--- src/rtl/sd_cmd_sched.sv ---
`default_nettype none
// +----------------------------------------------------------------------------+
// | Module   : sd_cmd_sched                                                    |
// | Function : Command-path scheduler in front of the SD command adapter.      |
// |            Arbitrates host / data-path requesters, drives sd_cmd/sd_arg,   |
// |            sequences CPSMEN against the adapter status flags and returns   |
// |            a one-cycle done pulse with an error code to the requester.     |
// | Options  : SD_CMD_RETRY_EN - reissue the command after a CRC failure.      |
// | Revision : 1.0 - initial release                                          |
// +----------------------------------------------------------------------------+
module sd_cmd_sched #(
  parameter int START_TIMEOUT = 511,
  parameter int WDOG_CYCLES   = 4095,
  parameter int MAX_RETRY     = 2,
  parameter int RETRY_GAP     = 8
) (
  input  logic        sd_clk,
  input  logic        rst,
  input  logic        host_req,
  input  logic [5:0]  host_idx,
  input  logic [31:0] host_arg,
  input  logic [1:0]  host_rsp,
  output logic        host_done,
  output logic [1:0]  host_err,
  input  logic        dp_req,
  input  logic [5:0]  dp_idx,
  input  logic [31:0] dp_arg,
  input  logic [1:0]  dp_rsp,
  output logic        dp_done,
  output logic [1:0]  dp_err,
  output logic [31:0] sd_cmd,
  output logic [31:0] sd_arg,
  input  logic [31:0] sd_status,
  output logic        busy,
  output logic        grant_dp
);

  // Adapter status flag positions (shared SDIO status layout)
  localparam int c_ccrcfail_bit = 0;
  localparam int c_ctimeout_bit = 2;
  localparam int c_cmdrend_bit  = 6;
  localparam int c_cmdsent_bit  = 7;
  localparam int c_cmdact_bit   = 11;

  // Error codes returned with done
  localparam logic [1:0] c_err_ok   = 2'b00;
  localparam logic [1:0] c_err_crc  = 2'b01;
  localparam logic [1:0] c_err_rto  = 2'b10;
  localparam logic [1:0] c_err_tout = 2'b11;

  // One shared counter serves the start timeout, the watchdog and the retry gap
  localparam int c_cnt_max_a = (WDOG_CYCLES > START_TIMEOUT) ? WDOG_CYCLES : START_TIMEOUT;
  localparam int c_cnt_max   = (c_cnt_max_a > RETRY_GAP) ? c_cnt_max_a : RETRY_GAP;
  localparam int c_cnt_w     = $clog2(c_cnt_max + 1);

  typedef enum logic [2:0] {
    S_IDLE   = 3'd0,
    S_ISSUE  = 3'd1,
    S_ACTIVE = 3'd2,
    S_DONE   = 3'd3
`ifdef SD_CMD_RETRY_EN
    ,
    S_RETRY  = 3'd4
`endif
  } state_t;

  state_t               state_q, state_d;
  logic [c_cnt_w-1:0]   cnt_q, cnt_d;
  logic [5:0]           idx_q, idx_d;
  logic [1:0]           rsp_q, rsp_d;
  logic [1:0]           err_q, err_d;
  logic [31:0]          sd_cmd_q, sd_cmd_d;
  logic [31:0]          sd_arg_q, sd_arg_d;
  logic                 host_done_q, host_done_d;
  logic                 dp_done_q, dp_done_d;
  logic [1:0]           host_err_q, host_err_d;
  logic [1:0]           dp_err_q, dp_err_d;
  logic                 busy_q, busy_d;
  logic                 grant_dp_q, grant_dp_d;

`ifdef SD_CMD_RETRY_EN
  localparam int c_retry_w = (MAX_RETRY > 0) ? $clog2(MAX_RETRY + 1) : 1;
  logic [c_retry_w-1:0] retry_q, retry_d;
`else
  // Retry parameters only matter when reissue is built in
  localparam int c_unused_retry_params = MAX_RETRY + RETRY_GAP;
`endif

  // Status decode
  logic w_cmdact;
  logic w_crc;
  logic w_cto;
  logic w_ok;
  logic w_complete;
  assign w_cmdact   = sd_status[c_cmdact_bit];
  assign w_crc      = sd_status[c_ccrcfail_bit];
  assign w_cto      = sd_status[c_ctimeout_bit];
  assign w_ok       = sd_status[c_cmdrend_bit] | sd_status[c_cmdsent_bit];
  assign w_complete = !w_cmdact && (w_crc || w_cto || w_ok);

  logic unused_status;
  assign unused_status = ^{sd_status[31:12], sd_status[10:8], sd_status[5:3], sd_status[1]};

  // Arbitration: a tie goes to whichever requester was not granted last
  logic        w_any_req;
  logic        w_pick_dp;
  logic [5:0]  w_sel_idx;
  logic [1:0]  w_sel_rsp;
  logic [31:0] w_sel_arg;
  assign w_any_req = host_req | dp_req;
  assign w_pick_dp = dp_req && (!host_req || !grant_dp_q);
  assign w_sel_idx = w_pick_dp ? dp_idx : host_idx;
  assign w_sel_rsp = w_pick_dp ? dp_rsp : host_rsp;
  assign w_sel_arg = w_pick_dp ? dp_arg : host_arg;

  function automatic logic [31:0] cmd_word(input logic [5:0] idx, input logic [1:0] rsp,
                                           input logic en);
    // [10] CPSMEN, [9] WAITPEND=0, [8]=0, [7] LONGRESP, [6] WAITRESP, [5:0] index
    cmd_word = {21'd0, en, 2'b00, rsp, idx};
  endfunction

  // Next-state and next-output computation for the command sequencer
  always_comb begin
    state_d     = state_q;
    cnt_d       = cnt_q;
    idx_d       = idx_q;
    rsp_d       = rsp_q;
    err_d       = err_q;
    sd_cmd_d    = sd_cmd_q;
    sd_arg_d    = sd_arg_q;
    grant_dp_d  = grant_dp_q;
    host_done_d = 1'b0;
    dp_done_d   = 1'b0;
    host_err_d  = 2'b00;
    dp_err_d    = 2'b00;
`ifdef SD_CMD_RETRY_EN
    retry_d     = retry_q;
`endif

    unique case (state_q)
      S_IDLE: begin
`ifdef SD_CMD_RETRY_EN
        retry_d = '0;
`endif
        // A done pulse in flight means the requester has not had a chance to drop req
        if (!(host_done_q || dp_done_q) && w_any_req) begin
          grant_dp_d = w_pick_dp;
          idx_d      = w_sel_idx;
          rsp_d      = w_sel_rsp;
          sd_arg_d   = w_sel_arg;
          sd_cmd_d   = cmd_word(w_sel_idx, w_sel_rsp, 1'b1);
          cnt_d      = '0;
          state_d    = S_ISSUE;
        end
      end

      S_ISSUE: begin
        // CMDACT is checked first so it wins a tie with the timeout
        if (w_cmdact) begin
          sd_cmd_d = cmd_word(idx_q, rsp_q, 1'b0);
          cnt_d    = '0;
          state_d  = S_ACTIVE;
        end else if (cnt_q == c_cnt_w'(START_TIMEOUT)) begin
          sd_cmd_d = '0;
          err_d    = c_err_tout;
          state_d  = S_DONE;
        end else begin
          cnt_d = cnt_q + c_cnt_w'(1);
        end
      end

      S_ACTIVE: begin
        if (w_complete) begin
          if (w_crc) begin
`ifdef SD_CMD_RETRY_EN
            if (retry_q < c_retry_w'(MAX_RETRY)) begin
              sd_cmd_d = '0;
              cnt_d    = '0;
              state_d  = S_RETRY;
            end else begin
              err_d   = c_err_crc;
              state_d = S_DONE;
            end
`else
            err_d   = c_err_crc;
            state_d = S_DONE;
`endif
          end else if (w_cto) begin
            err_d   = c_err_rto;
            state_d = S_DONE;
          end else begin
            err_d   = c_err_ok;
            state_d = S_DONE;
          end
        end else if (cnt_q == c_cnt_w'(WDOG_CYCLES)) begin
          err_d   = c_err_tout;
          state_d = S_DONE;
        end else begin
          cnt_d = cnt_q + c_cnt_w'(1);
        end
      end

      S_DONE: begin
        sd_cmd_d = '0;
        if (grant_dp_q) begin
          dp_done_d = 1'b1;
          dp_err_d  = err_q;
        end else begin
          host_done_d = 1'b1;
          host_err_d  = err_q;
        end
        state_d = S_IDLE;
      end

`ifdef SD_CMD_RETRY_EN
      S_RETRY: begin
        // Reissue the latched command after the idle gap; the grant is kept
        if (cnt_q == c_cnt_w'(RETRY_GAP - 1)) begin
          retry_d  = retry_q + c_retry_w'(1);
          sd_cmd_d = cmd_word(idx_q, rsp_q, 1'b1);
          cnt_d    = '0;
          state_d  = S_ISSUE;
        end else begin
          cnt_d = cnt_q + c_cnt_w'(1);
        end
      end
`endif

      default: begin
        sd_cmd_d = '0;
        state_d  = S_IDLE;
      end
    endcase

    busy_d = (state_d != S_IDLE);
  end

  // State and registered outputs
  always_ff @(posedge sd_clk) begin
    if (rst) begin
      state_q     <= S_IDLE;
      cnt_q       <= '0;
      idx_q       <= '0;
      rsp_q       <= '0;
      err_q       <= '0;
      sd_cmd_q    <= '0;
      sd_arg_q    <= '0;
      host_done_q <= 1'b0;
      dp_done_q   <= 1'b0;
      host_err_q  <= '0;
      dp_err_q    <= '0;
      busy_q      <= 1'b0;
      grant_dp_q  <= 1'b0;
`ifdef SD_CMD_RETRY_EN
      retry_q     <= '0;
`endif
    end else begin
      state_q     <= state_d;
      cnt_q       <= cnt_d;
      idx_q       <= idx_d;
      rsp_q       <= rsp_d;
      err_q       <= err_d;
      sd_cmd_q    <= sd_cmd_d;
      sd_arg_q    <= sd_arg_d;
      host_done_q <= host_done_d;
      dp_done_q   <= dp_done_d;
      host_err_q  <= host_err_d;
      dp_err_q    <= dp_err_d;
      busy_q      <= busy_d;
      grant_dp_q  <= grant_dp_d;
`ifdef SD_CMD_RETRY_EN
      retry_q     <= retry_d;
`endif
    end
  end

  assign sd_cmd    = sd_cmd_q;
  assign sd_arg    = sd_arg_q;
  assign host_done = host_done_q;
  assign host_err  = host_err_q;
  assign dp_done   = dp_done_q;
  assign dp_err    = dp_err_q;
  assign busy      = busy_q;
  assign grant_dp  = grant_dp_q;

endmodule
`default_nettype wire

--- config.mk ---
export PLATFORM = sky130hd
export DESIGN_NAME = sd_cmd_sched
export DESIGN_NICKNAME = d
export VERILOG_FILES = /design/src/rtl/sd_cmd_sched.sv
export SDC_FILE = /design/constraint.sdc
export NUM_CORES = 1
export LEC_CHECK = 0
export ABC_AREA = 0
export CAP_MARGIN = 20
export CORE_MARGIN = 1
export CORE_UTILIZATION = 30
export CTS_BUF_LIST = sky130_fd_sc_hd__clkbuf_8
export DETAILED_ROUTE_END_ITERATION = 7
export MAX_ROUTING_LAYER = met4
export PLACE_DENSITY = 0.72
export RECOVER_POWER = 100
export SYNTH_ARGS = -nofsm -noshare
export SYNTH_HDL_FRONTEND = slang
export SYNTH_SLANG_ARGS = --single-unit
export TNS_END_PERCENT = 5
--- constraint.sdc ---
create_clock -name sd_clk -period 2.65 [get_ports sd_clk]
set_input_delay 0.6625 -clock sd_clk [delete_from_list [all_inputs] [get_ports sd_clk]]
set_output_delay 0.6625 -clock sd_clk [all_outputs]
set_load 0.02 [all_outputs]
# Yosys cells after proc, flatten, opt, wreduce, memory -nomap -nowiden

Cells that the tools add are included.

Multiplexer cells: 28
Reduce and logical (&&, ||, !) cells: 22
Bitwise gates (word level): 5
Eq/ne operators: 13
$add $sub $neg: 1

Operator list:

| operator                                              | count |
|---|---|
| 2-to-1 mux 32 bit                                     | 4 |
| one-hot mux 32 bit (3 select lines)                   | 1 |
| 2-to-1 mux 12 bit                                     | 5 |
| one-hot mux 12 bit (3 select lines)                   | 1 |
| 2-to-1 mux 3 bit                                      | 5 |
| 2-to-1 mux 2 bit                                      | 7 |
| adder 12 x 1 -> 12 bit (second input constant)        | 1 |
| equality test 12 bit (second input constant)          | 1 |
| equality test 12 x 9 -> 1 bit (second input constant) | 1 |
| != test 2 bit (second input constant)                 | 5 |
| != test 3 bit (second input constant)                 | 3 |
| one-hot mux 3 bit (3 select lines)                    | 1 |
| equality test 3 x 2 -> 1 bit (second input constant)  | 2 |
| 2-to-1 mux 6 bit                                      | 1 |
| nonzero test 3 bit                                    | 2 |
| OR reduction 3 bit                                    | 2 |
| AND reduction 5 bit                                   | 1 |
| zero test 1 bit                                       | 4 |
| logical OR 1 bit                                      | 4 |
| one-hot mux 2 bit (2 select lines)                    | 1 |
| AND reduction 4 bit                                   | 1 |
| equality test 3 x 1 -> 1 bit (second input constant)  | 1 |
| logical AND 1 bit                                     | 3 |
| zero test 3 bit                                       | 1 |
| other kinds (7)                                       | 11 |

Output and inout port bits: 72
Input port bits: 116
Logic and storage cells: 82
Bits in registers: 97

# Logic depth before layout (Yosys ltp)

Gate-level depths: netlist (run 1).

Depth in word-level cells: 6
Gate-level depth with buffers: 8
Depth with buffers taken out: 6

# Worst setup path after synthesis (run 1)

No wires, ideal clock.

Path type: input port to flip-flop
Start point: input port sd_status[7]
End point: register cnt_q[2]
Path slack: 0.499 ns
Buffers on the path: 1
Cell stages on the path: 6
Setup time: 0.117 ns
Data arrival time: 2.034 ns
Required time: 2.533 ns
Cells stage by stage: nor4_1 > nor2_1 > o32ai_1 > clkbuf_1 > o211ai_1 > a32o_1

Word-level cells in the longest chain between the ends: 5

RTL lines:

| item                                 | line | text |
|---|---|---|
| from (decl)                          | 33   | `input logic [31:0] sd_status,` |
| bitwise OR 1 bit                     | 98   | `assign w_ok = sd_status[c_cmdrend_bit] \| sd_status[c_cmdsent_bit];` |
| logical OR 1 bit                     | 99   | `assign w_complete = !w_cmdact && (w_crc \|\| w_cto \|\| w_ok);` |
| logical AND 1 bit                    | 99   |  |
| != test 2 bit (no source line)       | --   |  |
| AND reduction 5 bit (no source line) | --   |  |
| to (signal assigned)                 | 259  | `cnt_q <= cnt_d;` |
| to (decl)                            | 68   | `logic [c_cnt_w-1:0] cnt_q, cnt_d;` |

Every way passes these cells.
A chain may end at the register's enable or synchronous reset.

# Final worst setup path (run 1)

Start point: input port dp_req
End point: register sd_arg_q[29], in the netlist sd_arg[29]

Word-level cells in the longest chain between the ends: 3
Elaborated cells between the ends (all ways): 5
Classes of those cells: 1 x mux; 1 x bitwise; 3 x reduce/logical

RTL lines:

| item                                 | line | text |
|---|---|---|
| from (decl)                          | 25   | `input logic dp_req,` |
| bitwise OR 1 bit                     | 110  | `assign w_any_req = host_req \| dp_req;` |
| logical AND 1 bit                    | 146  | `if (!(host_done_q \|\| dp_done_q) && w_any_req) begin` |
| AND reduction 2 bit (no source line) | --   |  |
| to (signal assigned)                 | 264  | `sd_arg_q <= sd_arg_d;` |
| to (decl)                            | 73   | `logic [31:0] sd_arg_q, sd_arg_d;` |

Parallel ways exist; a longest one is shown, timed or not.

==> impl_results.rst, run 1 <==
.. list-table::
   :header-rows: 1

   * - Metric
     - Value
   * - Worst-case setup margin in the final layout
     - approximately 0.23 ns
   * - Number of top-level pins
     - about 190
   * - Switching fraction of total power
     - about a quarter
   * - Num rows
     - 39
   * - Synth area leaders
     - dfxtp_1 (42%), mux2i_1 (12%), a211oi_1 (9.7%)
   * - Htree depth
     - 3
   * - Critical path class
     - primary input to register
   * - Power Density
     - ~540 mW/mm^2
   * - Combinational cell fraction of total power
     - between 20% and 30%
   * - Count of vias placed by the detailed router
     - between 3000 and 4000
   * - Aggregate global routing overflow
     - 0
   * - Internal power component
     - 2.09 mW
   * - Timing-limited maximum frequency
     - a little over 0.4 GHz
   * - Ranking of synthesized cells by instance count
     - dfxtp_1 (74), nor2_1 (67), a211oi_1 (46)
   * - Sw power
     - about 740 uW
   * - Worst-Margin Slew
     - around 1.4 ns
   * - Cells resized by post-CTS repair
     - 0
   * - Launch instance of the worst min-delay path
     - err_q[0]
   * - Startpoint of the worst-slack reg-to-reg timing path
     - cnt_q[0]
   * - Count of mapped cells out of synthesis
     - 400
   * - Status
     - finished, final reports clean
   * - Count of final max-slew check failures
     - 0
   * - Final worst path period share
     - about nine tenths
   * - Number of fill cells
     - 1121
   * - Type of element launching the critical path
     - primary input
   * - Die Span Y
     - around 110 microns
   * - Max rail drop VDD
     - a little over 300 uV
   * - Library cell with the highest instance count after synthesis
     - dfxtp_1
   * - Vias per Instance
     - slightly below 5
   * - Dpl hpwl
     - 6790 microns
   * - Clock power frac
     - 36.2%
   * - Async S/R FF share, synth
     - 0%
   * - Area growth from synthesis to layout
     - 46.9%
   * - Hold buffers post-CTS
     - 0
   * - Routed wirelength normalized by instance count
     - 13.4 microns
   * - Via count of the first global-routing pass
     - between 3000 and 4000
   * - Count of TritonRoute iterations in the first routing pass
     - 4
   * - Reg-to-Reg End
     - cnt_q[7]
   * - Flops & latches, synth
     - 74
   * - CP Data Arrival Time
     - ~2.6 ns
   * - Number of input and output port buffers inserted
     - between 100 and 150
   * - Pin count of the biggest net entering global routing
     - between 50 and 60
   * - Hold Fails Final Rpt
     - 0
   * - Horiz. Die Dim
     - 111 microns
   * - Fin crit period
     - around 2.4 ns
   * - Setup violation total in the final timing report
     - 0
   * - Maximum number of buffers from clock root to sink
     - 2
   * - Total Negative Setup Slacks
     - 0 ns
   * - Slowest cell on crit path
     - clkbuf_1
   * - Clock tree sinks
     - between 70 and 80
   * - Crit. End Element
     - register
   * - All-layer global routing usage
     - between 15 and 20%
   * - Antenna violations before repair
     - 0
   * - Share of layout cells above drive strength 1
     - about 6%
   * - Number of synthesized flops with an enable pin
     - 0
   * - Count of cells along the worst hold path
     - 2
   * - Reg2Reg Depth
     - 7
   * - Max-slew headroom at the worst pin
     - under 10%
   * - CTS Root Buffer Type
     - clkbuf_8
   * - Critical path fanouts, max
     - 22
   * - Synthesized area
     - around 0.0036 sq mm
   * - Count of antenna diodes in the layout
     - 0
   * - Worst-case setup slack after placement
     - a little over 0.04 ns
   * - Clock tree from TritonCTS
     - done
   * - Register-to-register setup slack
     - ~0.33 ns
   * - Clock edge transition at the registers on the reported setup and hold paths
     - 0.07 ns
   * - Crit path cell chain
     - clkdlybuf4s50_1 -> a21boi_4 -> buf_12 -> clkbuf_1 -> mux2i_1 -> a211oi_1
   * - Clock Latency Late Sink
     - between 0.3 and 0.4 ns
   * - Last weighted congestion value of the routability-driven placer
     - between 0.8 and 0.9
   * - Number of nets in the final layout
     - 647
   * - Number of library cell types mapped by synthesis
     - 47
   * - Most used flip-flop cell after synthesis
     - dfxtp_1
   * - Post-Syn Area per Cell
     - 8.90 sq um
   * - Setup fix buffers added after clock tree synthesis
     - 0
   * - DRC
     - 0
   * - Effective utilization at floorplan
     - between 30% and 40%
   * - Yosys warns
     - 0
   * - Register area share after synthesis
     - between 40% and 50%
   * - Required time of the critical path
     - approximately 2.8 ns
   * - RSZ-0062 raised after global routing
     - false
   * - Fraction of post-synthesis cell area in the top cell type by area
     - 41.6%
   * - Leakage power summed over all cells
     - approximately 2.1 nW
   * - Global-route wire length before repair
     - between 10000 and 15000 microns
   * - Hold Path Sink
     - dp_err[0]
   * - Count of antenna-violating nets left after detailed routing
     - 0
   * - Die Outline Area
     - 0.0123 sq mm
   * - Clock tree skew after final layout
     - 0.00984 ns
   * - Final wirelength
     - ~9000 microns
   * - Type of the most critical hold path
     - register to register
   * - Initial detailed-routing violation count
     - 114
   * - Largest stage delay on the critical path
     - ~0.6 ns
   * - Part of the power in registers
     - a little over two fifths
   * - Area of the core
     - 0.0115 sq mm
   * - Biggest area consumer among synthesized cells
     - dfxtp_1
   * - Number of violations of the max-capacitance limit
     - 0
   * - Number of buffers added by the clock tree synthesis step
     - 9
==> critical path, delay by kind of cell <==
family                 cells  cell delay (ns)
buffers and inverters      3             1.34
multiplexers               1             0.27
AO/OA/AOI/OAI              2             0.30
==> flip-flops by register name, indices dropped and copies added, names as in the netlist <==
signal	flops
rsp_q	2
grant_dp	1
host_err	2
sd_cmd	9
dp_done	1
busy	1
state_q	3
sd_arg	32
dp_err	2
idx_q	6
err_q	2
host_done	1
cnt_q	12
==> power by group through the flow <==
stage                     clock [mW]  sequential [mW]  combinational (mW)
after floorplan                    0             1.31               0.274
after CTS                       1.05             1.22               0.621
after detailed placement           0             1.24               0.619
after global placement             0             1.24               0.609
after global routing            1.11             1.22               0.639
final                           1.02             1.21               0.591
==> final cells by class <==
cell class | instances | area [sq um] | area share, %
multi-input combinational | 287 | 1830 | 35.0
tap | 143 | 179 | 3.42
timing repair buffer | 149 | 1470 | 28.1
clock inverter | 7 | 110 | 2.11
inverter | 9 | 33.8 | 0.646
sequential | 74 | 1480 | 28.3
clock buffer | 9 | 124 | 2.37
==> how the worst max path moves through the flow <==
| stage | start | end | slack [ns] | depth (start not counted) |
|---|---|---|---|---|
| 2_1_floorplan | sd_status[7] | cnt_q[2] | 0.50 | 6 |
| 3_3_place_gp | host_req | cnt_q[4] | 0.12 | 7 |
| 3_5_place_dp | sd_status[0] | cnt_q[10] | 0.04 | 7 |
| 4_1_cts | cnt_q[0] | cnt_q[9] | 0.35 | 7 |
| 5_1_grt | rst | cnt_q[4] | 0.07 | 3 |
| 6_report | dp_req | sd_arg[29] | 0.23 | 6 |
==> placed cells by master (no fill, tap or decap), types with 2 or more instances in the layout <==
cell type,n
dlygate4sd3_1,49
a211oi_1,48
clkdlybuf4s50_1,87
conb_1,24
o41ai_1,4
o21bai_1,2
nand3_1,12
dfxtp_1,74
nand2_1,15
nor2b_1,3
o211ai_1,2
buf_12,2
nand4_1,3
nor3b_1,2
and3_1,2
or2_2,2
clkbuf_2,2
nor4_1,5
bufinv_16,3
a311o_1,4
or3_1,2
a21oi_1,13
a32o_1,6
inv_1,11
clkbuf_1,3
o21ai_0,5
nor3_1,6
o21a_1,2
clkbuf_8,9
nor2_1,66
buf_4,6
mux2i_1,42
==> layer usage <==
metal  part of all wire, %  up-vias  global-route usage (%)
met2                    50       99                    26.5
met4                   1.4        0                    5.33
li1                      -     1666                       -
met3                   5.1       11                    3.77
met1                    43     1518                    17.1
met5                     0        -                       -
==> logic make-up after synthesis <==
family | share of synthesized area [%]
flip-flops | 41.6
other | 0.105
AO/OA/AOI/OAI | 19.7
multiplexers | 11.8
AND/OR/NAND/NOR | 16.8
buffers and inverters | 9.60
adder cells (fa/ha/maj) | 0.351
==> per-stage QoR <==
stage / std cells / cell area (sq um) / power, mW / utilization (%) / hold WS (ns)
global placement: 662 / 5020 / 1.85 / 43.8 / 0.453
finish: 678 / 5230 / 2.83 / 45.6 / 0.482
floorplan: 423 / 3650 / 1.58 / - / 0.437
global route: 678 / 5230 / 2.97 / 45.6 / 0.506
CTS: 678 / 5250 / 2.89 / 45.8 / 0.484
detailed placement: 662 / 5020 / 1.86 / 43.8 / 0.472
Note: power is estimated with default switching activity, not from simulation.
==> run 2: changes to the inputs <==
==> constraint.sdc (replaced) <==
create_clock -name sd_clk -period 2.65 [get_ports sd_clk]
set_input_delay 0.6625 -clock sd_clk [delete_from_list [all_inputs] [get_ports sd_clk]]
set_output_delay 0.6625 -clock sd_clk [all_outputs]
set_load 0.1 [all_outputs]
==> impl_results.rst, run 2 (synthesis gave the netlist of run 1 again) <==
.. list-table::
   :header-rows: 1

   * - Metric
     - Value
   * - Status
     - finished, final reports clean
   * - Critical path fanouts, max
     - 13
   * - Dpl hpwl
     - about 6700 microns
   * - Setup fix buffers added after clock tree synthesis
     - 0
   * - Effective utilization at floorplan
     - a little under a third
   * - Type of element launching the critical path
     - primary input
   * - Global-route wire length before repair
     - ~15000 microns
   * - CTS Root Buffer Type
     - clkbuf_8
   * - Maximum number of buffers from clock root to sink
     - 2
   * - Horiz. Die Dim
     - roughly 110 microns
   * - Share of layout cells above drive strength 1
     - under 10%
   * - Clock tree from TritonCTS
     - done
   * - Number of violations of the max-capacitance limit
     - 0
   * - Vias per Instance
     - 4.87
   * - Power Density
     - about 630 mW/mm^2
   * - Clock tree skew after final layout
     - approximately 0.012 ns
   * - DRC
     - 0
   * - Number of nets in the final layout
     - between 600 and 700
   * - Via count of the first global-routing pass
     - approximately 3100
   * - Critical path class
     - primary input to register
   * - Initial detailed-routing violation count
     - about 180
   * - Count of TritonRoute iterations in the first routing pass
     - 4
   * - Clock Latency Late Sink
     - about 0.34 ns
   * - Placed Instance Area
     - 0.00489 sq mm
   * - Fin crit period
     - 2.34 ns
   * - Die Span Y
     - 111 microns
   * - Number of buffers added by the clock tree synthesis step
     - 9
   * - Max reg flops
     - 32
   * - Routed wirelength normalized by instance count
     - about 14 microns
   * - Setup violation total in the final timing report
     - 0
   * - Hold buffers post-CTS
     - 0
   * - Type of the most critical hold path
     - register to register
   * - Count of final max-slew check failures
     - 0
   * - Crit. End Element
     - register
   * - Cell Count Post-Placement
     - roughly 660
   * - Final cell count without fillers
     - around 680
   * - Worst-Margin Slew
     - ~1.2 ns
   * - Area taken by multi-input logic gates
     - ~0.0018 sq mm
   * - Leakage power summed over all cells
     - ~1.9 nW
   * - Number of input and output port buffers inserted
     - 137
   * - Htree depth
     - 3
   * - Num rows
     - 39
   * - Worst-case setup margin in the final layout
     - around 0.31 ns
   * - Worst-case setup slack after placement
     - between 0.02 and 0.03 ns
   * - Design Power
     - around 3 mW
   * - Die Outline Area
     - ~0.012 sq mm
   * - Clock tree sinks
     - 74
   * - All-layer global routing usage
     - between 10% and 20%
   * - Area of the core
     - 0.0115 sq mm
   * - Timing-limited maximum frequency
     - approximately 0.43 GHz
   * - Commonest non-fill, non-tap cell in the layout
     - clkdlybuf4s50_1
   * - Pin count of the biggest net entering global routing
     - 54
   * - Number of top-level pins
     - between 150 and 200
   * - RSZ-0062 raised after global routing
     - false
   * - CP Data Arrival Time
     - about 2.6 ns
   * - Antenna violations before repair
     - 0
   * - Required time of the critical path
     - between 2 and 3 ns
   * - Clock edge transition at the registers on the reported setup and hold paths
     - about 0.090 ns
   * - Number of fill cells
     - between 1000 and 1500
   * - Total Negative Setup Slacks
     - 0 ns
   * - Max-slew headroom at the worst pin
     - approximately 17%
   * - Most used cells in the layout excluding fill and tap cells
     - clkdlybuf4s50_1 (86), dfxtp_1 (74), nor2_1 (66), clkbuf_1 (48), a211oi_1 (46)
   * - Count of antenna diodes in the layout
     - 0
   * - Count of antenna-violating nets left after detailed routing
     - 0
   * - Cells resized by post-CTS repair
     - 0
   * - Final worst path period share
     - around nine tenths
   * - Hold Fails Final Rpt
     - 0
   * - Aggregate global routing overflow
     - 0
   * - Area growth from synthesis to layout
     - 37.1%
   * - Count of vias placed by the detailed router
     - between 3000 and 4000
   * - Final wirelength
     - roughly 9200 microns
   * - Max rail drop VDD
     - about 260 uV
   * - Post-route cell area
     - between 0.004 and 0.005 sq mm
   * - Register area
     - around 0.0015 sq mm
   * - Last weighted congestion value of the routability-driven placer
     - about 0.85
## run 2: report_power, final
part	switching [mW]	total [mW]	leakage [nW]	internal, mW
Clock	0.434	0.867	0.0931	0.433
Sequential	0.0378	1.22	0.608	1.18
Combinational	0.742	0.981	1.17	0.239
Total	1.21	3.07	1.87	1.85
## run 2: worst max-delay path, stage by stage
cell,delay (ns)
dlygate4sd3_1,0.60
or2_2,0.32
a21oi_1,0.17
o32ai_1,0.11
buf_4,0.21
and3_1,0.25
a32o_1,0.24
## run 2: worst paths after layout
path / start / end / slack (ns) / cells after the start
setup reg to reg: cnt_q[0] / cnt_q[4] / 0.34 / 7
setup / recovery: host_req / cnt_q[4] / 0.31 / 7
hold / removal: err_q[0] / dp_err[0] / 0.47 / 2
hold reg to reg: err_q[0] / dp_err[0] / 0.47 / 2
## run 2: final cells by class
class / count / area share, %
repair buffers: 148 / 23.6
clock inverters: 7 / 1.44
well taps: 143 / 3.67
flip-flops and latches: 74 / 30.4
multi-input cells: 287 / 37.7
clock buffers: 9 / 2.54
inverters: 9 / 0.692
## run 2: metrics by stage
step | utilization (%) | hold WS, ns
after floorplan | - | 0.437
after global placement | 42.6 | 0.451
after detailed placement | 42.6 | 0.461
after CTS | 44.3 | 0.475
after global routing | 42.6 | 0.500
final | 42.6 | 0.472
## run 2: metal layers
layer  up-vias  track usage (%)  wire length, microns  part of all wire, %
met2       100             25.6                  4550                   50
met1      1514             17.5                  4010                   44
li1       1667                -                     -                    -
met3        13             3.34                   458                  5.0
met5         -                -                     0                    0
met4         0             5.42                   138                  1.5
